## src/rtl/interval_timer_ctrl_pkg.sv

```systemverilog
// Shared definitions for the interval timer controller: state encoding and
// default counter width.
package interval_timer_ctrl_pkg;

  localparam int DEFAULT_WIDTH = 4;

  typedef enum logic [1:0] {
    ST_IDLE = 2'd0,
    ST_RUN  = 2'd1,
    ST_HOLD = 2'd2
  } state_e;

  // Control word handed from the sequencer to the counter datapath.
  typedef struct packed {
    logic clr;
    logic en;
  } cnt_ctrl_t;

endpackage : interval_timer_ctrl_pkg

```

## src/rtl/interval_timer_ctrl_sync_up_counter.sv

```systemverilog
// Synchronous up counter datapath; a clear takes priority over an enable.
module sync_up_counter #(
  parameter int WIDTH = 4
) (
  input  logic             clk,
  input  logic             reset_n,
  input  logic             clr,
  input  logic             en,
  output logic [WIDTH-1:0] Q
);

  // NOTE: sequential state uses non-blocking assignments so every flop
  // samples pre-edge values regardless of process evaluation order.
  always_ff @(posedge clk or negedge reset_n) begin
    if (!reset_n) begin
      Q <= '0;
    end else if (clr) begin
      Q <= '0;
    end else if (en) begin
      Q <= Q + WIDTH'(1);
    end
  end

endmodule : sync_up_counter

```

## src/rtl/interval_timer_ctrl.sv

```systemverilog
// Programmable interval timer sequencer: start/stop, one-shot or periodic,
// single-cycle registered tick at terminal count; owns the counter clr/en.
module interval_timer_ctrl
  import interval_timer_ctrl_pkg::*;
#(
  parameter int WIDTH = DEFAULT_WIDTH
) (
  input  logic             clk,
  input  logic             reset_n,
  input  logic             start,
  input  logic             stop,
  input  logic             periodic,
  input  logic [WIDTH-1:0] limit,
  output logic             busy,
  output logic             tick,
  output logic [WIDTH-1:0] Q
);

  state_e           state, state_n;
  logic [WIDTH-1:0] limit_q;
  logic             periodic_q;
  logic             tick_n;
  logic             latch;
  logic             at_terminal;
  cnt_ctrl_t        cnt_ctrl;

  sync_up_counter #(.WIDTH(WIDTH)) u_counter (
    .clk     (clk),
    .reset_n (reset_n),
    .clr     (cnt_ctrl.clr),
    .en      (cnt_ctrl.en),
    .Q       (Q)
  );

  // Compare precedes increment, so the counter never wraps on its own.
  assign at_terminal = (Q == limit_q);

  always_ff @(posedge clk or negedge reset_n) begin
    if (!reset_n) begin
      state      <= ST_IDLE;
      tick       <= 1'b0;
      limit_q    <= '0;
      periodic_q <= 1'b0;
    end else begin
      state <= state_n;
      tick  <= tick_n;
      if (latch) begin
        limit_q    <= limit;
        periodic_q <= periodic;
      end
    end
  end

  // NOTE: every output of this block gets a default before the case so no
  // path leaves a signal unassigned and no latch is inferred.
  always_comb begin
    state_n      = state;
    tick_n       = 1'b0;
    latch        = 1'b0;
    cnt_ctrl.clr = 1'b0;
    cnt_ctrl.en  = 1'b0;

    if (stop) begin
      // Abort wins over start and terminal count; no tick on this edge.
      state_n      = ST_IDLE;
      cnt_ctrl.clr = 1'b1;
    end else begin
      unique case (state)
        ST_IDLE, ST_HOLD: begin
          if (start) begin
            latch        = 1'b1;
            cnt_ctrl.clr = 1'b1;
            state_n      = ST_RUN;
          end
        end
        ST_RUN: begin
          if (at_terminal) begin
            tick_n = 1'b1;
            if (periodic_q) begin
              cnt_ctrl.clr = 1'b1;
            end else begin
              state_n = ST_HOLD;
            end
          end else begin
            cnt_ctrl.en = 1'b1;
          end
        end
        default: begin
          state_n      = ST_IDLE;
          cnt_ctrl.clr = 1'b1;
        end
      endcase
    end
  end

  assign busy = (state == ST_RUN);

endmodule : interval_timer_ctrl

```

## config.mk

```make
export PLATFORM = sky130hd
export DESIGN_NAME = interval_timer_ctrl
export DESIGN_NICKNAME = d
export VERILOG_FILES = /design/src/rtl/interval_timer_ctrl_pkg.sv /design/src/rtl/interval_timer_ctrl_sync_up_counter.sv /design/src/rtl/interval_timer_ctrl.sv
export SDC_FILE = /design/constraint.sdc
export NUM_CORES = 1
export LEC_CHECK = 0
export ABC_CLOCK_PERIOD_IN_PS = 1750
export CAP_MARGIN = 20
export CORE_UTILIZATION = 45
export CTS_CLUSTER_DIAMETER = 150
export CTS_CLUSTER_SIZE = 12
export DETAILED_ROUTE_END_ITERATION = 16
export PLACE_DENSITY_LB_ADDON = 0.08
export SLEW_MARGIN = 20
export SYNTH_ARGS = -nofsm -noshare
export SYNTH_HDL_FRONTEND = slang
export SYNTH_SLANG_ARGS = --single-unit
```

## constraint.sdc

```tcl
create_clock -name clk -period 1.75 [get_ports clk]
set_input_delay 0.175 -clock clk [delete_from_list [all_inputs] [get_ports clk]]
set_output_delay 0.175 -clock clk [all_outputs]
set_load 0.05 [all_outputs]
```

==> summary.txt, run 1 <==
Power
  – PwrDens: roughly 1500 nW/um2
  – Psw: 0.499 mW
  – Leakage: 0.386 nW
  – Net Sw Frac: 0.400
  – Seq pwr share: 0.361
  – Clock network power share: 0.179
  – Int Pwr: 0.750 mW
  – Comb pwr share: 0.460
  – Worst VDD drop: ~740 uV

Setup path
  – Buf/Inv on CP: 1
  – Crit end category: output pin
  – WP data required: 1570 ps
  – Worst-path fanout max: 4
  – Critical path class: flip-flop to output pin
  – Arrival @ worst endpoint: 1490 ps
  – Crit start category: flip-flop
  – Delay-heaviest family, CP: buffers and inverters
  – Max stage delay cell, worst path: clkdlybuf4s50_1
  – Slowest stage delay, CP: 820 ps
  – Critical Path, Cell by Cell: clkdlybuf4s50_1
  – FF-to-FF setup slack: 190 ps

Finish
  – Area Overhead vs Synth: 39.2%
  – Most frequent cells in the layout: dfrtp_1, buf_4, clkdlybuf4s50_1
  – Most common cell after layout, fill and taps aside: dfrtp_1
  – Fin nets: 85
  – Fillers: 96
  – Cell area after layout: 822 um2
  – Layout cells sized above 1: 0.297
  – Ant. Diodes: 0

CTS
  – Clock Latency Late Sink: 280 ps
  – Sink Count: 12
  – CTS tree: yes
  – # hold bufs at CTS: 0
  – Clock Tree Buf Depth: 2
  – Register clock-pin slew on the reported worst setup and hold paths: 80 ps
  – Postcts setup bufs: 0
  – Post_cts resized: 0
  – CTS Root Cell: clkbuf_4
  – H-tree depth: 1
  – CTS buffer count: 3

Route
  – DRT Pass-1 Iters: 4
  – Vias: 496
  – First DRT Iteration DRCs: 10
  – Routed WL: ~1.1 mm
  – Via/cell ratio: approximately 5.6
  – Post-DRT Antenna Nets: 0
  – WL/cell: 12.9 um
  – Drc violations: 0

Synthesis
  – Count of flip-flops with a built-in enable after synthesis: 0
  – Syn Nets: 60
  – Ys flop type: dfrtp_1
  – Ys async rst share: 1.00
  – Synth Cell Area: about 590 um2
  – Mapped Cells: 50
  – Seq cells post-synth: 12
  – Synth top area cells: dfrtp_1, mux2_2, xnor2_1
  – Register area share after synthesis: 0.508
  – Yosys cell types: 22
  – Yosys top cell area share: 0.508
  – Mean Syn Cell Area: 11.8 um2
  – Top cell type by total area after synthesis: dfrtp_1
  – Syn. warnings: 0

Floorplanning
  – Rows: 12
  – # IOs: 15
  – Die outline width: 38.2 um
  – Die H: 38.2 um
  – Core Box Area: 1160 um2
  – Die area: 1460 um2
  – Initial Utilization: 0.511

STA
  – Final Hold Viols: 0
  – Total negative slack: 0 ps
  – Post-layout minimum cycle time: 1660 ps
  – Max Fclk: 601 MHz
  – Finish-stage setup viols: 0
  – Clock skew: 5.75 ps
  – Slew @ Worst Pin: 539 ps
  – Crit share post-route: 0.950
  – Worst rel slew slack: 0.640
  – RSZ-0062 raised after global routing: no
  – Final Max Slew Viols: 0

Status
  – Run status: finished clean

GRT
  – Initial antenna violation count: 0
  – First-pass GRT wire length: 2.10 mm
  – Number of global-route vias before repair: ~470
  – Largest net degree at the start of global routing: 13
  – Total track usage: 0.216
  – GRT overflow: 0

Place
  – Placed instance area: approximately 790 um2
  – Dpl hpwl: around 910 um
  – PortBufs: 14
  – Placer Congestion: about 0.76

Hold path
  – Hold/Removal Path Class: input pin to async pin

Flow run
  – Max-cap violations: 0
[power groups by stage]
stage | logic (mW) | clock network (mW) | registers (mW)
2_1_floorplan | 0.329 | 0 | 0.506
3_3_place_gp | 0.564 | 0 | 0.454
3_5_place_dp | 0.570 | 0 | 0.458
4_1_cts | 0.572 | 0.230 | 0.452
5_1_grt | 0.626 | 0.244 | 0.467
6_report | 0.574 | 0.224 | 0.451
[per-layer routing]
layer,up-vias,share of wire,global-route usage
met5,-,0,0
met2,23,0.45,0.347
met1,233,0.46,0.265
met4,0,0.017,0.107
met3,4,0.066,0.0581
li1,236,-,-
[cell usage after synthesis (2+ instances only)]
master and number:
dfrtp_1 12, mux2_2 5, nand2_1 5, xnor2_1 4, mux2i_1 2, nand4_1 2, nor2_1 2, o211ai_1 2
o21ai_0 2, or3_1 2
[path summary, 6_finish.rpt]
| path | to | cells after the start | start |
|---|---|---|---|
| max reg2reg | state[1]$_DFFE_PN0P_ | 4 | state[1]$_DFFE_PN0P_ |
| min in group clk | limit_q[0]$_DFFE_PN0P_ | 2 | limit[0] |
| max | Q[3] | 1 | u_counter.Q[3]$_DFFE_PN0P_ |
| max in group asynchronous | u_counter.Q[1]$_DFFE_PN0P_ | 1 | reset_n |
| min reg2reg | u_counter.Q[3]$_DFFE_PN0P_ | 1 | u_counter.Q[3]$_DFFE_PN0P_ |
| min | tick$_DFF_PN0_ | 1 | reset_n |
[flip-flops by register name, indices dropped and copies added, names as in the netlist]
signal,count
limit_q,4
periodic_q,1
state,2
tick,1
u_counter.Q,4
[cell families (layout without fill, tap and decap cells)]
| family | Yosys count | after routing | share of synthesized area |
|---|---|---|---|
| adders and majority gates | 1 | 1 | 0.0212 |
| muxes | 7 | 7 | 0.129 |
| buffers and inverters | 2 | 26 | 0.0148 |
| and+or+nand+nor | 16 | 16 | 0.153 |
| AOI/OAI and AO/OA | 8 | 8 | 0.114 |
| xor gates and xnor gates | 4 | 4 | 0.0593 |
| DFF | 12 | 12 | 0.508 |
[per-stage QoR]
stage	total power, mW	instances	util	worst slack, ps	hold slack (ps)
after global routing	1.34	88	0.711	34.2	286
after detailed placement	1.03	84	0.680	2.15	513
after CTS	1.25	88	0.711	71.2	260
after floorplan	0.835	50	-	153	-121
after global placement	1.02	84	0.680	44.2	511
final	1.25	88	0.711	87.1	244
[layout make-up]
cell class	instances	area, um2	share of cell area
Multi-Input combinational cell	36	282	0.342
Timing Repair Buffer	21	183	0.222
Clock buffer	4	36.3	0.0441
Inverter	1	3.75	0.00457
Sequential cell	12	300	0.365
Tap cell	14	17.5	0.0213
No activity file was read; power rests on OpenSTA's default activity.
==> run 2: changes to the inputs <==
--- a/config.mk
+++ b/config.mk
@@ -11,6 +11,7 @@
 export CTS_CLUSTER_DIAMETER = 150
 export CTS_CLUSTER_SIZE = 12
 export DETAILED_ROUTE_END_ITERATION = 16
+export GPL_TIMING_DRIVEN = 0
 export PLACE_DENSITY_LB_ADDON = 0.08
 export SLEW_MARGIN = 20
 export SYNTH_ARGS = -nofsm -noshare
==> summary.txt, run 2 (synthesized netlist as in run 1, its figures left out) <==
Status
  – Run status: finished clean

Finish
  – Biggest regs: limit_q (4), u_counter.Q (4), state (2)
  – Layout cells sized above 1: 0.176 (-0.121)
  – Cell area after layout: 791 um2 (-3.8%)
  – Final cell count without fillers: 82 (-6.8%)
  – Most frequent cells in the layout: dfrtp_1, clkdlybuf4s50_1, mux2_2, nand2_1, xnor2_1
  – Fin nets: 79 (-7.1%)
  – Ant. Diodes: 0 (unchanged)
  – Area Overhead vs Synth: 33.9%
  – Most common cell after layout, fill and taps aside: dfrtp_1

Setup path
  – Critical path class: flip-flop to output pin
  – FF-to-FF setup slack: 120 ps (-70 ps)
  – R2r startpoint: state[1]$_DFFE_PN0P_
  – Buf/Inv on CP: 1 (unchanged)
  – Max stage delay cell, worst path: clkdlybuf4s50_1
  – Slowest stage delay, CP: 820 ps (about the same)
  – Worst r2r path cells: 5 (+1)
  – Critical Path, Cell by Cell: clkdlybuf4s50_1
  – WP data required: 1570 ps (about the same)
  – Arrival @ worst endpoint: 1500 ps (about the same)
  – Delay-heaviest family, CP: buffers and inverters
  – Crit end category: output pin
  – Crit start category: flip-flop
  – Worst-path fanout max: 4 (unchanged)
  – Reg2reg end: state[1]$_DFFE_PN0P_

CTS
  – # hold bufs at CTS: 0 (unchanged)
  – Sink Count: 12 (unchanged)
  – CTS Root Cell: clkbuf_4
  – Post_cts resized: 1 (+1)
  – Postcts setup bufs: 0 (unchanged)
  – Clock Tree Buf Depth: 2 (unchanged)
  – CTS tree: yes
  – Register clock-pin slew on the reported worst setup and hold paths: 70 ps (about the same)
  – H-tree depth: 1 (unchanged)
  – CTS buffer count: 3 (unchanged)
  – Clock Latency Late Sink: 270 ps (about the same)

Floorplanning
  – Rows: 12 (unchanged)
  – Die area: 1460 um2 (unchanged)
  – Die H: 38.2 um (unchanged)
  – # IOs: 15 (unchanged)
  – Initial Utilization: 0.511 (unchanged)
  – Core Box Area: 1160 um2 (unchanged)
  – Die outline width: 38.2 um (unchanged)

Power
  – Int Pwr: 0.711 mW (-5.1%)
  – PwrDens: 1490 nW/um2 (-1.8%)
  – Worst VDD drop: 833 uV (+12%)
  – Psw: 0.469 mW (-6.2%)
  – Tot Pwr: 1.18 mW (-5.5%)
  – Net Sw Frac: 0.397 (-0.00266)
  – Leakage: 0.402 nW (+4.0%)
  – Comb pwr share: 0.430 (-0.030)
  – Clock network power share: 0.183 (+0.004)
  – Seq pwr share: 0.387 (+0.026)

Route
  – Vias: 445 (-10%)
  – First DRT Iteration DRCs: 3 (-7)
  – Via/cell ratio: 5.43 (-3.7%)
  – DRT Pass-1 Iters: 3 (-1)
  – Routed WL: 991 um (-13%)
  – Drc violations: 0 (unchanged)
  – Post-DRT Antenna Nets: 0 (unchanged)
  – WL/cell: 12.1 um (-6.6%)

GRT
  – GRT overflow: 0 (unchanged)
  – First-pass GRT wire length: 1.75 mm (-17%)
  – Initial antenna violation count: 0 (unchanged)
  – Number of global-route vias before repair: 428 (-8.0%)
  – Total track usage: 0.190 (-0.0259)
  – Largest net degree at the start of global routing: 13 (unchanged)

STA
  – Worst rel slew slack: 0.651 (+0.0114)
  – Clock skew: 3.18 ps (-2.57 ps)
  – RSZ-0062 raised after global routing: no
  – Max Fclk: 595 MHz (-0.99%)
  – Post-layout minimum cycle time: 1680 ps (+16.7 ps)
  – Slew @ Worst Pin: 521 ps (-17.0 ps)
  – Finish-stage setup viols: 0 (unchanged)
  – Min Hold Slack: 244 ps (-0.308 ps)
  – Final Hold Viols: 0 (unchanged)
  – Crit share post-route: 0.960 (+0.00952)
  – PnR worst setup slack: 70.4 ps (-16.7 ps)
  – Final Max Slew Viols: 0 (unchanged)

Place
  – Inst Count DP: 78 (-7.1%)
  – PortBufs: 14 (unchanged)
  – Dpl ws: -110 ps (-112 ps)
  – Placer Congestion: 0.805 (+6.5%)
  – Placed instance area: 748 um2 (-4.8%)

Flow run
  – Max-cap violations: 0 (unchanged)

Hold path
  – Hold/Removal Path Class: input pin to async pin
## run 2: cell types whose count changed in the layout (fill, tap and decap cells not counted), sizes merged
cell,delta
buf,-10
dlygate4sd2,+1
dlymetal6s2s,+3
## run 2: cell type report
type | count | area (um2)
timing repair buffer | 14 | 146
fill | 82 | 365
clock buffer | 4 | 36.3
multi-input combinational | 36 | 282
inverter | 1 | 3.75
buffer | 1 | 5.00
sequential | 12 | 300
tap | 14 | 17.5
## run 2: metal layers
layer	share of wire	global-route usage
met5	0	0
met1	0.43	0.213
met3	0.058	0.105
met2	0.50	0.292
met4	0.0081	0.0893
## run 2: metrics by stage
| stage | setup TNS [ps] | utilization |
|---|---|---|
| floorplan | 0 | - |
| global placement | -112 | 0.647 |
| detailed placement | -157 | 0.647 |
| CTS | 0 | 0.677 |
| global route | 0 | 0.684 |
| finish | 0 | 0.684 |
## run 2: power groups by stage
stage | clock network (mW) | registers [mW] | logic (mW)
5_1_grt | 0.239 | 0.475 | 0.547
3_3_place_gp | 0 | 0.464 | 0.501
4_1_cts | 0.225 | 0.459 | 0.509
2_1_floorplan | 0 | 0.506 | 0.329
3_5_place_dp | 0 | 0.464 | 0.516
6_report | 0.216 | 0.456 | 0.507
## run 2: worst max-delay path by stage
stage	start	to	slack (ps)	cells past startpoint
3_3_place_gp	stop	state[1]$_DFFE_PN0P_	-90	6
4_1_cts	u_counter.Q[0]$_DFFE_PN0P_	Q[0]	3	1
6_report	u_counter.Q[3]$_DFFE_PN0P_	Q[3]	70	1
3_5_place_dp	stop	state[1]$_DFFE_PN0P_	-110	6
5_1_grt	u_counter.Q[3]$_DFFE_PN0P_	Q[3]	20	1
2_1_floorplan	u_counter.Q[2]$_DFFE_PN0P_	state[1]$_DFFE_PN0P_	150	4
